[src/rtl/lc4_trace_recorder_pkg.sv]
// Shared definitions for the LC4 commit-trace recorder: record geometry,
// word indices, flag-word bit layout and the stall-cause encoding.
package lc4_trace_recorder_pkg;

  localparam int WORDS = 6;
  localparam int REC_W = 96;

  localparam logic [2:0] W_PC        = 3'd0;
  localparam logic [2:0] W_INSN      = 3'd1;
  localparam logic [2:0] W_RF_DATA   = 3'd2;
  localparam logic [2:0] W_DMEM_ADDR = 3'd3;
  localparam logic [2:0] W_DMEM_DATA = 3'd4;
  localparam logic [2:0] W_FLAGS     = 3'd5;

  localparam int FLAG_DMEM_WE  = 0;
  localparam int FLAG_NZP_LSB  = 1;
  localparam int FLAG_NZP_WE   = 4;
  localparam int FLAG_WSEL_LSB = 5;
  localparam int FLAG_RF_WE    = 8;

  typedef enum logic [1:0] {
    STALL_EXEC   = 2'd0,
    STALL_CACHE  = 2'd1,
    STALL_BRANCH = 2'd2,
    STALL_LOAD   = 2'd3
  } stall_e;

  // Build the write-enable/select summary word (upper seven bits always zero).
  function automatic logic [15:0] flag_word(input logic       rf_we,
                                            input logic [2:0] wsel,
                                            input logic       nzp_we,
                                            input logic [2:0] nzp,
                                            input logic       dmem_we);
    logic [15:0] f;
    f = '0;
    f[FLAG_DMEM_WE]       = dmem_we;
    f[FLAG_NZP_LSB +: 3]  = nzp;
    f[FLAG_NZP_WE]        = nzp_we;
    f[FLAG_WSEL_LSB +: 3] = wsel;
    f[FLAG_RF_WE]         = rf_we;
    return f;
  endfunction

endpackage

[src/rtl/lc4_trace_recorder_fifo.sv]
// Record FIFO for the trace recorder. Pointers carry one extra wrap bit so
// that full and empty are distinguished by the pointer difference. Storage is
// not reset; only the pointers are. The head is read combinationally so a
// record pushed at one edge is presented the following cycle.
module lc4_trace_fifo #(
  parameter int WIDTH = 96,
  parameter int DEPTH = 8
) (
  input  logic             clk,
  input  logic             rst,
  input  logic             push,
  input  logic [WIDTH-1:0] push_data,
  input  logic             pop,
  output logic [WIDTH-1:0] head,
  output logic             full,
  output logic             empty
);

  localparam int AW = $clog2(DEPTH);

  logic [WIDTH-1:0] mem [DEPTH];
  logic [AW:0]      wr_ptr_reg;
  logic [AW:0]      rd_ptr_reg;
  logic [AW:0]      count;

  assign count = wr_ptr_reg - rd_ptr_reg;
  assign full  = (count == (AW+1)'(DEPTH));
  assign empty = (count == '0);
  assign head  = mem[rd_ptr_reg[AW-1:0]];

  // Write the incoming record into the slot addressed by the write pointer.
  always_ff @(posedge clk) begin
    if (push) mem[wr_ptr_reg[AW-1:0]] <= push_data;
  end

  // Advance pointers; they wrap naturally through the extra bit.
  always_ff @(posedge clk or posedge rst) begin
    if (rst) begin
      wr_ptr_reg <= '0;
      rd_ptr_reg <= '0;
    end else begin
      if (push) wr_ptr_reg <= wr_ptr_reg + 1'b1;
      if (pop)  rd_ptr_reg <= rd_ptr_reg + 1'b1;
    end
  end

endmodule

[src/rtl/lc4_trace_recorder.sv]
// LC4 commit-trace recorder: captures one 96-bit record per retired
// instruction, buffers it and serialises it as six 16-bit words over a
// valid/ready link. Define LC4_TRACE_STATS_EN to build the cycle/stall
// statistics counters; otherwise the stat_* ports read as zero.
module lc4_trace_recorder
  import lc4_trace_recorder_pkg::*;
#(
  parameter int DEPTH = 8,
  parameter int CNT_W = 32
) (
  input  logic             clk,
  input  logic             rst,
  input  logic             gwe,
  input  logic             trace_en,
  input  logic [1:0]       test_stall,
  input  logic [15:0]      test_cur_pc,
  input  logic [15:0]      test_cur_insn,
  input  logic             test_regfile_we,
  input  logic [2:0]       test_regfile_wsel,
  input  logic [15:0]      test_regfile_data,
  input  logic             test_nzp_we,
  input  logic [2:0]       test_nzp_new_bits,
  input  logic             test_dmem_we,
  input  logic [15:0]      test_dmem_addr,
  input  logic [15:0]      test_dmem_data,
  output logic [15:0]      out_data,
  output logic             out_valid,
  output logic             out_last,
  input  logic             out_ready,
  output logic             overflow,
  output logic [CNT_W-1:0] drop_count,
  output logic [CNT_W-1:0] stat_cycles,
  output logic [CNT_W-1:0] stat_exec,
  output logic [CNT_W-1:0] stat_cache,
  output logic [CNT_W-1:0] stat_branch,
  output logic [CNT_W-1:0] stat_load
);

  logic [REC_W-1:0] rec;
  logic [REC_W-1:0] head;
  logic             full;
  logic             empty;
  logic             cap;
  logic             xfer;
  logic             pop;
  logic             push;
  logic             drop;
  logic [2:0]       idx_reg;
  logic [15:0]      last_word_reg;
  logic [15:0]      head_word;

  assign rec = {flag_word(test_regfile_we, test_regfile_wsel, test_nzp_we,
                          test_nzp_new_bits, test_dmem_we),
                test_dmem_data, test_dmem_addr, test_regfile_data,
                test_cur_insn, test_cur_pc};

  // Full is judged on the pre-pop occupancy; a coincident last-word pop frees a slot.
  assign cap  = gwe & trace_en & (test_stall == STALL_EXEC);
  assign xfer = out_valid & out_ready;
  assign pop  = xfer & (idx_reg == W_FLAGS);
  assign push = cap & (~full | pop);
  assign drop = cap & full & ~pop;

  lc4_trace_fifo #(
    .WIDTH (REC_W),
    .DEPTH (DEPTH)
  ) u_fifo (
    .clk       (clk),
    .rst       (rst),
    .push      (push),
    .push_data (rec),
    .pop       (pop),
    .head      (head),
    .full      (full),
    .empty     (empty)
  );

  // Pick the current word of the head record.
  always_comb begin
    head_word = head[15:0];
    case (idx_reg)
      W_PC:        head_word = head[15:0];
      W_INSN:      head_word = head[31:16];
      W_RF_DATA:   head_word = head[47:32];
      W_DMEM_ADDR: head_word = head[63:48];
      W_DMEM_DATA: head_word = head[79:64];
      W_FLAGS:     head_word = head[95:80];
      default:     head_word = head[15:0];
    endcase
  end

  assign out_valid = ~empty;
  assign out_data  = out_valid ? head_word : last_word_reg;
  assign out_last  = out_valid & (idx_reg == W_FLAGS);

  // Word index walks 0..5 per record; the last transferred word is kept for idle periods.
  always_ff @(posedge clk or posedge rst) begin
    if (rst) begin
      idx_reg       <= '0;
      last_word_reg <= '0;
    end else if (xfer) begin
      idx_reg       <= pop ? 3'd0 : idx_reg + 3'd1;
      last_word_reg <= head_word;
    end
  end

  // Sticky overflow flag and saturating count of records lost to a full FIFO.
  always_ff @(posedge clk or posedge rst) begin
    if (rst) begin
      overflow   <= 1'b0;
      drop_count <= '0;
    end else if (drop) begin
      overflow <= 1'b1;
      if (drop_count != '1) drop_count <= drop_count + 1'b1;
    end
  end

`ifdef LC4_TRACE_STATS_EN
  logic [CNT_W-1:0] cycles_reg;

  // Saturating count of gwe-qualified cycles, regardless of trace_en.
  always_ff @(posedge clk or posedge rst) begin
    if (rst) cycles_reg <= '0;
    else if (gwe && cycles_reg != '1) cycles_reg <= cycles_reg + 1'b1;
  end

  for (genvar gi = 0; gi < 4; gi++) begin : g_stall_cnt
    logic [CNT_W-1:0] cnt_reg;
    // Saturating count of gwe cycles carrying this stall cause.
    always_ff @(posedge clk or posedge rst) begin
      if (rst) cnt_reg <= '0;
      else if (gwe && test_stall == 2'(gi) && cnt_reg != '1) cnt_reg <= cnt_reg + 1'b1;
    end
  end

  assign stat_cycles = cycles_reg;
  assign stat_exec   = g_stall_cnt[0].cnt_reg;
  assign stat_cache  = g_stall_cnt[1].cnt_reg;
  assign stat_branch = g_stall_cnt[2].cnt_reg;
  assign stat_load   = g_stall_cnt[3].cnt_reg;
`else
  assign stat_cycles = '0;
  assign stat_exec   = '0;
  assign stat_cache  = '0;
  assign stat_branch = '0;
  assign stat_load   = '0;
`endif

endmodule

[config.mk]
export PLATFORM = sky130hd
export DESIGN_NAME = lc4_trace_recorder
export DESIGN_NICKNAME = d
export VERILOG_FILES = /design/src/rtl/lc4_trace_recorder_pkg.sv /design/src/rtl/lc4_trace_recorder_fifo.sv /design/src/rtl/lc4_trace_recorder.sv
export SDC_FILE = /design/constraint.sdc
export NUM_CORES = 1
export LEC_CHECK = 0
export CAP_MARGIN = 15
export CORE_MARGIN = 5
export CORE_UTILIZATION = 34
export DETAILED_ROUTE_END_ITERATION = 8
export GPL_ROUTABILITY_DRIVEN = 0
export SETUP_SLACK_MARGIN = 0.4
export SYNTH_ARGS = -nofsm -noshare
export SYNTH_HDL_FRONTEND = slang
export SYNTH_SLANG_ARGS = --single-unit
export TNS_END_PERCENT = 10
[constraint.sdc]
create_clock -name clk -period 16.3 [get_ports clk]
set_clock_uncertainty 0.1 [all_clocks]
set_input_delay 3.26 -clock clk [delete_from_list [all_inputs] [get_ports clk]]
set_output_delay 3.26 -clock clk [all_outputs]
set_load 0.01 [all_outputs]
==> impl_metrics.env, run 1 <==
export IMPL_outcome="finished, final reports clean"
export IMPL_hold_path_class="flop to flop"
export IMPL_ys_async_sr_fraction_pct=7.77
export IMPL_ys_ff_latch=772
export IMPL_layout_nets=1977
export IMPL_path_clk_slew_ns=0.06
export IMPL_final_area_mm2=0.0364
export IMPL_synth_ff_type="edfxtp_1"
export IMPL_numCtsBuffers=82
export IMPL_gr_total_overflow=0
export IMPL_grt_pass1_vias=15800
export IMPL_hold_start="last_word_reg[13]"
export IMPL_r2r_slack_ns=10.77
export IMPL_die_area_mm2=0.0982
export IMPL_ys_seq_area_share_pct=73.1
export IMPL_fin_tns_setup_ns=0
export IMPL_routedWlPerCell_um=23.6
export IMPL_grt_start_max_net_pins=147
export IMPL_yosysTopAreaCellShare_pct=68.3
export IMPL_core_mm2=0.0915
export IMPL_path_cells="buf_12 -> buf_4 -> mux4_2 -> a22o_1 -> a221oi_1 -> nand4_1 -> mux2_2 -> clkdlybuf4s50_1"
export IMPL_arrival_ns=5.29
export IMPL_cp_max_fo=146
export IMPL_vias=15700
export IMPL_finalSetupViolCount=0
export IMPL_power_w=0.00587
export IMPL_cp_top_family="buffers and inverters"
export IMPL_hold_viol_final=0
export IMPL_hold_path_cell_count=2
export IMPL_r2r_start="u_fifo.rd_ptr_reg[1]"
export IMPL_syn_avg_cell_area_um2=18.6
export IMPL_synth_top_family_by_area="multiplexers"
export IMPL_postCtsSetupBuffers=0
export IMPL_cts_resized=0
export IMPL_path_buf_inv=3
export IMPL_pin_count=307
export IMPL_start_util_pct=34.2
export IMPL_dp_hpwl_um=44900
export IMPL_path_class="flop to output port"
export IMPL_drc_errors=0
export IMPL_worstPathRequired_ns=12.94
export IMPL_synthAdderAreaFrac_pct=0.440
export IMPL_synthTopCellsByArea="edfxtp_1 (68%), mux4_2 (9.4%), dfrtp_1 (4.8%), buf_4 (4.0%), mux2i_1 (3.0%)"
export IMPL_grt_use_total_pct=14.6
export IMPL_antenna_found_initial=21
export IMPL_chipHeight_um=313
export IMPL_power_leakage_nw=12.1
export IMPL_powerDensity_mw_per_mm2=161
export IMPL_drt_iter0_markers=1162
export IMPL_fmax_mhz=116
export IMPL_finalMaxSlewViolations=0
export IMPL_cts_root_buffer="clkbuf_16"
export IMPL_synthMuxAreaShare_pct=12.7
export IMPL_finalCritPeriodShare_pct=53.1
export IMPL_maxCapViolations=0
export IMPL_rows=111
export IMPL_finalWorstSetupSlack_ns=7.65
export IMPL_drtAntennaViolNets=0
export IMPL_holdBufCountCts=0
export IMPL_path_depth=8
export IMPL_cp_slowest_stage_delay_ns=0.84
export IMPL_synth_top_area_cell="edfxtp_1"
export IMPL_largest_reg_flops=712
export IMPL_clock_latency_ns=0.64
export IMPL_area_delta_synth_final_pct=16.4
export IMPL_rsz0062_at_grt="no"
export IMPL_clock_path_buffers=3
export IMPL_synth_compound_area_share_pct=3.58
export IMPL_holdPathEnd="last_word_reg[13]"
export IMPL_ys_warn_count=0
export IMPL_die_w_um=313
export IMPL_synth_xor_area_share_pct=1.09
export IMPL_syn_inst=1679
export IMPL_peakVddDrop_mv=0.147
export IMPL_syn_cell_area_mm2=0.0313
export IMPL_r2r_end="u_fifo.mem[4][39]"
export IMPL_grt_pass1_wl_um=107000
export IMPL_cts_tree="yes"
export IMPL_placed_cell_area_mm2=0.0336
export IMPL_synth_edff_count=712
export IMPL_fin_crit_ns=8.65
export IMPL_rr_worst_depth=11
export IMPL_yosysUniqueCellTypes=57
export IMPL_slew_headroom_pct=17.7
export IMPL_viasPerCell=5.03
export IMPL_synth_most_common_cell="edfxtp_1"
export IMPL_worst_pin_slew_ns=1.23
export IMPL_htreeDepth=3
export IMPL_dp_slack_ns=8.09
export IMPL_cp_slowest_cell="buf_4"
export IMPL_crit_path_end_kind="output port"
export IMPL_synthSimpleGateAreaFrac_pct=3.95
export IMPL_synth_common_cells="edfxtp_1 (712), buf_4 (165), mux4_2 (130)"
export IMPL_wl_um=74000
export IMPL_portBuffers=146
export IMPL_drive_above_1_share_pct=16.2
export IMPL_clock_sinks=772
export IMPL_critPathLaunchType="flop"
export IMPL_dr_pass1_iters=6
==> layout by cell type (no fill, tap or decap), types with 17 or more instances in the layout <==
master | Yosys | routed
nand3_1 | 28 | 28
clkbuf_1 | 20 | 18
a22oi_1 | 46 | 46
edfxtp_1 | 712 | 712
nor2_1 | 35 | 33
dfrtp_1 | 60 | 57
clkinv_1 | 0 | 17
mux4_2 | 130 | 130
nand2_1 | 56 | 56
clkbuf_16 | 0 | 83
o21ai_0 | 18 | 18
clkdlybuf4s50_1 | 0 | 146
buf_4 | 165 | 30
xnor2_1 | 25 | 25
mux2i_1 | 93 | 93
a22o_1 | 21 | 21
nand4_1 | 26 | 26
conb_1 | 1 | 160
==> worst max path at each step <==
stage                                     from                to
after detailed placement  u_fifo.rd_ptr_reg[1]       out_data[8]
after global routing      u_fifo.rd_ptr_reg[1]       out_data[8]
after global placement    u_fifo.rd_ptr_reg[1]       out_data[6]
after floorplan                  test_stall[1]  u_fifo.mem[7][0]
after CTS                 u_fifo.rd_ptr_reg[1]       out_data[8]
final                     u_fifo.rd_ptr_reg[1]       out_data[8]
==> worst min-delay path: cells and delay by family (launching register included) <==
| family | cells | cell delay, ns |
|---|---|---|
| DFF | 1 | 0.34 |
| AOI/OAI and AO/OA | 1 | 0.06 |
| and+or+nand+nor | 1 | 0.04 |
==> where the power goes <==
part           switching [W]  total, W  internal [W]
logic               0.000916   0.00166      0.000743
registers          0.0000968   0.00234       0.00224
clock network       0.000774   0.00187       0.00109
total                0.00179   0.00587       0.00408
==> through the flow <==
step                std cells  hold WS (ns)  util [%]
detailed placement       2972         0.371      36.7
floorplan                1838         0.348         -
global route             3128         0.398      39.8
CTS                      3125         0.384      39.8
finish                   3132         0.380      39.8
global placement         2972         0.361      36.7
==> area by class of cell <==
class | instances | area (µm²)
Multi-Input combinational cell | 825 | 7490
Sequential cell | 772 | 22900
Clock buffer | 101 | 2140
Clock inverter | 52 | 621
Antenna cell | 7 | 17.5
Tap cell | 1186 | 1480
Inverter | 11 | 41.3
Fill cell | 8092 | 55100
Timing Repair Buffer | 178 | 1730
==> cell families after synthesis <==
family,after synthesis
adders and majority gates,11
muxes,234
and+or+nand+nor,232
AOI/OAI and AO/OA,150
buffers and inverters,241
DFF,772
other,1
xor gates and xnor gates,38
==> routing by layer <==
layer  vias to the layer above  track usage [%]  wire (µm)
li1                       6818                -          -
met5                         -                0         80
met3                       108             3.13       5460
met4                        12             4.30       1660
met1                      8195             19.4      30700
met2                       612             24.3      36100
Power figures use the tool's default switching activity.
==> run 2: changes to the inputs <==
Clock period 16.3 ns to 8.2 ns, I/O delays scaled along.
==> impl_metrics.env, run 2 (synthesis gave the netlist of run 1 again) <==
export IMPL_outcome="finished, final reports clean"
export IMPL_arrival_ns=4.73
export IMPL_nFillCells=8121
export IMPL_gr_total_overflow=0
export IMPL_peakVddDrop_mv=0.241
export IMPL_p_int_w=0.00796
export IMPL_path_class="flop to output port"
export IMPL_vias=15700
export IMPL_clock_latency_ns=0.64
export IMPL_dp_slack_ns=2.38
export IMPL_grt_use_total_pct=14.8
export IMPL_numCtsBuffers=80
export IMPL_hold_viol_final=0
export IMPL_cts_root_buffer="clkbuf_16"
export IMPL_finalCritPeriodShare_pct=78.9
export IMPL_clkPwrFrac_pct=30.9
export IMPL_finalMaxSlewViolations=0
export IMPL_rsz0062_at_grt="no"
export IMPL_worstPathRequired_ns=6.46
export IMPL_rr_worst_depth=9
export IMPL_swShare_pct=30.9
export IMPL_layout_commonest_cell="edfxtp_1"
export IMPL_pin_count=307
export IMPL_fin_util_pct=39.6
export IMPL_area_delta_synth_final_pct=15.9
export IMPL_fin_crit_ns=6.47
export IMPL_hold_path_class="flop to flop"
export IMPL_grt_start_max_net_pins=113
export IMPL_worst_pin_slew_ns=1.09
export IMPL_die_area_mm2=0.0982
export IMPL_clock_sinks=772
export IMPL_dr_pass1_iters=5
export IMPL_layout_common_cells="edfxtp_1 (712), conb_1 (160), clkdlybuf4s50_1 (146)"
export IMPL_core_mm2=0.0915
export IMPL_seqPwrFrac_pct=40.1
export IMPL_hold_path_cell_count=2
export IMPL_grt_pass1_vias=15800
export IMPL_grt_pass1_wl_um=108000
export IMPL_wl_um=74500
export IMPL_cts_tree="yes"
export IMPL_final_area_mm2=0.0363
export IMPL_routedWlPerCell_um=24.0
export IMPL_antenna_found_initial=10
export IMPL_crit_path_end_kind="output port"
export IMPL_power_leakage_nw=12.0
export IMPL_cp_max_fo=29
export IMPL_clock_path_buffers=3
export IMPL_p_sw_w=0.00356
export IMPL_chipHeight_um=313
export IMPL_viasPerCell=5.06
export IMPL_placed_cell_area_mm2=0.0337
export IMPL_die_w_um=313
export IMPL_p_comb_share_pct=28.9
export IMPL_maxCapViolations=0
export IMPL_drtAntennaViolNets=0
export IMPL_postCtsSetupBuffers=0
export IMPL_critPathLaunchType="flop"
export IMPL_holdBufCountCts=0
export IMPL_powerDensity_mw_per_mm2=318
export IMPL_start_util_pct=34.2
export IMPL_drt_iter0_markers=1374
export IMPL_htreeDepth=3
export IMPL_cts_resized=0
export IMPL_layout_nets=1968
export IMPL_finalSetupViolCount=0
export IMPL_slew_headroom_pct=27.6
export IMPL_finalWorstSetupSlack_ns=1.73
export IMPL_drc_errors=0
export IMPL_power_w=0.0115
export IMPL_rows=111
export IMPL_dp_hpwl_um=44300
export IMPL_drive_above_1_share_pct=15.8
export IMPL_path_clk_slew_ns=0.06
export IMPL_portBuffers=146
export IMPL_fmax_mhz=154
export IMPL_largest_reg_flops=712
==> run 2: cell count changes in the layout (fill, tap and decap cells not counted), moves of 3 or more <==
cell       previous run  this run
diode_2               7         1
clkbuf_16            83        80
buf_12                2         8
buf_4                30        17
==> run 2: path summary, 6_finish.rpt <==
kind / from / end / slack (ns)
min: last_word_reg[9] / last_word_reg[9] / 0.39
max: u_fifo.rd_ptr_reg[2] / out_data[6] / 1.73
min in group asynchronous: rst / drop_count[30] / 1.53
min reg2reg: last_word_reg[9] / last_word_reg[9] / 0.39
max in group asynchronous: rst / u_fifo.rd_ptr_reg[1] / 5.79
max reg2reg: u_fifo.rd_ptr_reg[2] / u_fifo.mem[4][19] / 3.13
==> run 2: power by group through the flow <==
| stage | clock [W] | combinational, W | sequential, W |
|---|---|---|---|
| after floorplan | 0 | 0.00225 | 0.00461 |
| after global placement | 0 | 0.00336 | 0.00470 |
| after detailed placement | 0 | 0.00339 | 0.00471 |
| after CTS | 0.00365 | 0.00341 | 0.00463 |
| after global routing | 0.00381 | 0.00357 | 0.00465 |
| final | 0.00356 | 0.00333 | 0.00463 |
==> run 2: worst max-delay path: stages (launching register included) <==
cell	delay (ns)
dfrtp_2	0.79
inv_1	0.39
ha_1	0.45
a21oi_2	0.23
a21oi_1	0.18
nor4_4	0.68
inv_2	0.46
a31oi_1	0.31
clkdlybuf4s50_1	0.58
==> run 2: through the flow <==
stage	instances	hold WS, ns	TNS (ns)
2_1_floorplan	1838	0.348	-818.66
3_3_place_gp	2965	0.362	0
3_5_place_dp	2965	0.376	0
4_1_cts	3108	0.389	0
5_1_grt	3108	0.415	0
6_report	3109	0.388	0
==> run 2: cell type report <==
class                           count  area [µm²]  area share, %
Clock inverter                     47         532           1.47
Clock buffer                       96        2060           5.69
Antenna cell                        1        2.50        0.00690
Timing Repair Buffer              171        1750           4.82
Tap cell                         1186        1480           4.09
Sequential cell                   772       22900           63.1
Inverter                           11        41.3          0.114
Multi-Input combinational cell    825        7510           20.7
==> run 2: routing by layer <==
metal | vias up | GRT usage, % | share of wire [%]
met4 | 8 | 3.79 | 2.2
met5 | - | 0 | 0.074
met1 | 8237 | 20.2 | 43
met3 | 111 | 2.90 | 6.5
met2 | 603 | 24.5 | 48
li1 | 6786 | - | -
==> run 3: changes to the inputs <==
Clock period 8.2 ns to 6 ns, I/O delays scaled along.
==> impl_metrics.env, run 3 (synthesis gave the netlist of run 1 again) <==
export IMPL_path_clk_slew_ns=0.06
export IMPL_path_cells="inv_1 -> ha_1 -> or4_1 -> nor2_1 -> a22o_1 -> a311oi_1 -> a21oi_2 -> clkdlybuf4s50_1"
export IMPL_arrival_ns=4.13
export IMPL_drive_above_1_share_pct=17.7
export IMPL_area_delta_synth_final_pct=17.4
export IMPL_maxCapViolations=0
export IMPL_powerDensity_mw_per_mm2=439
export IMPL_power_leakage_nw=12.3
export IMPL_hold_path_class="flop to flop"
export IMPL_r2r_slack_ns=1.99
export IMPL_vias=15800
export IMPL_layout_commonest_cell="edfxtp_1"
export IMPL_grt_pass1_wl_um=108000
export IMPL_cts_root_buffer="clkbuf_16"
export IMPL_dp_hpwl_um=44900
export IMPL_worst_pin_slew_ns=1.07
export IMPL_cp_slowest_cell="or4_1"
export IMPL_die_w_um=313
export IMPL_cp_slowest_stage_delay_ns=0.76
export IMPL_holdPathEnd="last_word_reg[14]"
export IMPL_rows=111
export IMPL_peakVddDrop_mv=0.216
export IMPL_fin_tns_setup_ns=0
export IMPL_hold_start="last_word_reg[14]"
export IMPL_hold_viol_final=0
export IMPL_pin_count=307
export IMPL_viasPerCell=5.02
export IMPL_grt_use_total_pct=14.7
export IMPL_r2r_end="u_fifo.mem[7][79]"
export IMPL_slew_headroom_pct=28.4
export IMPL_chipHeight_um=313
export IMPL_finalCritPeriodShare_pct=90.6
export IMPL_crit_path_end_kind="output port"
export IMPL_outcome="finished, final reports clean"
export IMPL_rr_worst_depth=8
export IMPL_fin_crit_ns=5.43
export IMPL_cp_top_family="simple AND/OR/NAND/NOR gates"
export IMPL_largest_reg_flops=712
export IMPL_numCtsBuffers=80
export IMPL_clock_latency_ns=0.64
export IMPL_critPathLaunchType="flop"
export IMPL_portBuffers=146
export IMPL_finalSetupViolCount=0
export IMPL_htreeDepth=3
export IMPL_finalMaxSlewViolations=0
export IMPL_gr_total_overflow=0
export IMPL_clock_sinks=772
export IMPL_r2r_start="u_fifo.rd_ptr_reg[2]"
export IMPL_wl_um=75200
export IMPL_drtAntennaViolNets=0
export IMPL_start_util_pct=34.2
export IMPL_hold_slack_ns=0.386
export IMPL_layout_common_cells="edfxtp_1 (712), conb_1 (160), clkdlybuf4s50_1 (146)"
export IMPL_drc_errors=0
export IMPL_grt_start_max_net_pins=90
export IMPL_clock_path_buffers=3
export IMPL_drt_iter0_markers=1152
export IMPL_core_mm2=0.0915
export IMPL_path_buf_inv=2
export IMPL_layout_nets=1998
export IMPL_holdBufCountCts=0
export IMPL_rsz0062_at_grt="yes"
export IMPL_routedWlPerCell_um=23.9
export IMPL_hold_path_cell_count=2
export IMPL_cp_max_fo=14
export IMPL_worstPathRequired_ns=4.70
export IMPL_die_area_mm2=0.0982
export IMPL_dr_pass1_iters=4
export IMPL_grt_pass1_vias=15700
export IMPL_path_class="flop to output port"
export IMPL_fmax_mhz=184
export IMPL_antenna_found_initial=24
export IMPL_cts_tree="yes"
[run 3: what timing repair did]
| item | 4_1_cts | 5_1_grt |
|---|---|---|
| pin swaps | 0 | 0 |
| resized for setup | 2 | 4 |
| endpoints found under the setup margin | 5 | 11 |
| gates cloned | 1 | 0 |
| setup buffers | 1 | 13 |
[run 3: per-layer routing]
layer  routed length (µm)  global-route usage, %  up-vias
met5                  178                      0        -
met4                 1690                   4.02       28
met3                 6440                   4.56      142
met2                36900                   24.5      590
met1                30000                   18.6     8196
li1                     -                      -     6864
[run 3: area by class of cell]
class | count | area, µm²
fill | 8066 | 54800
sequential | 772 | 22900
multi-input combinational | 825 | 7550
clock buffer | 100 | 2140
timing repair buffer | 201 | 2070
tap | 1186 | 1480
clock inverter | 48 | 544
inverter | 11 | 41.3
antenna | 7 | 17.5
[run 3: through the flow]
step / power [W] / std cells / util, % / setup WS (ns) / cell area, µm²
floorplan: 0.00938 / 1838 / - / -0.707 / 31900
finish: 0.0161 / 3150 / 40.1 / 0.567 / 36700
CTS: 0.0163 / 3130 / 40.0 / 0.387 / 36600
global placement: 0.0111 / 2980 / 37.0 / 0.990 / 33800
global route: 0.0168 / 3145 / 40.1 / 0.365 / 36700
detailed placement: 0.0112 / 2980 / 37.0 / 0.994 / 33800
[run 3: where the power goes]
part	total, W	leakage [nW]	internal (W)	switching (W)
Sequential	0.00630	7.18	0.00610	0.000200
Clock	0.00500	1.31	0.00291	0.00209
Combinational	0.00484	3.81	0.00217	0.00267
Total	0.0161	12.3	0.0112	0.00496
[run 3: tightest hold or removal path, delay by kind of cell, from the launching register on]
kind	cells	cell delay [ns]
and+or+nand+nor	1	0.05
AOI/OAI and AO/OA	1	0.06
DFF	1	0.34
[run 3: worst max-delay path by stage]
stage | from | end | cells past startpoint
after floorplan | u_fifo.rd_ptr_reg[1] | u_fifo.mem[4][0] | 12
after global placement | u_fifo.rd_ptr_reg[1] | out_data[13] | 7
after detailed placement | u_fifo.rd_ptr_reg[1] | out_data[13] | 7
after CTS | u_fifo.rd_ptr_reg[2] | out_data[4] | 7
after global routing | idx_reg[2] | out_data[7] | 8
final | idx_reg[2] | out_data[7] | 8
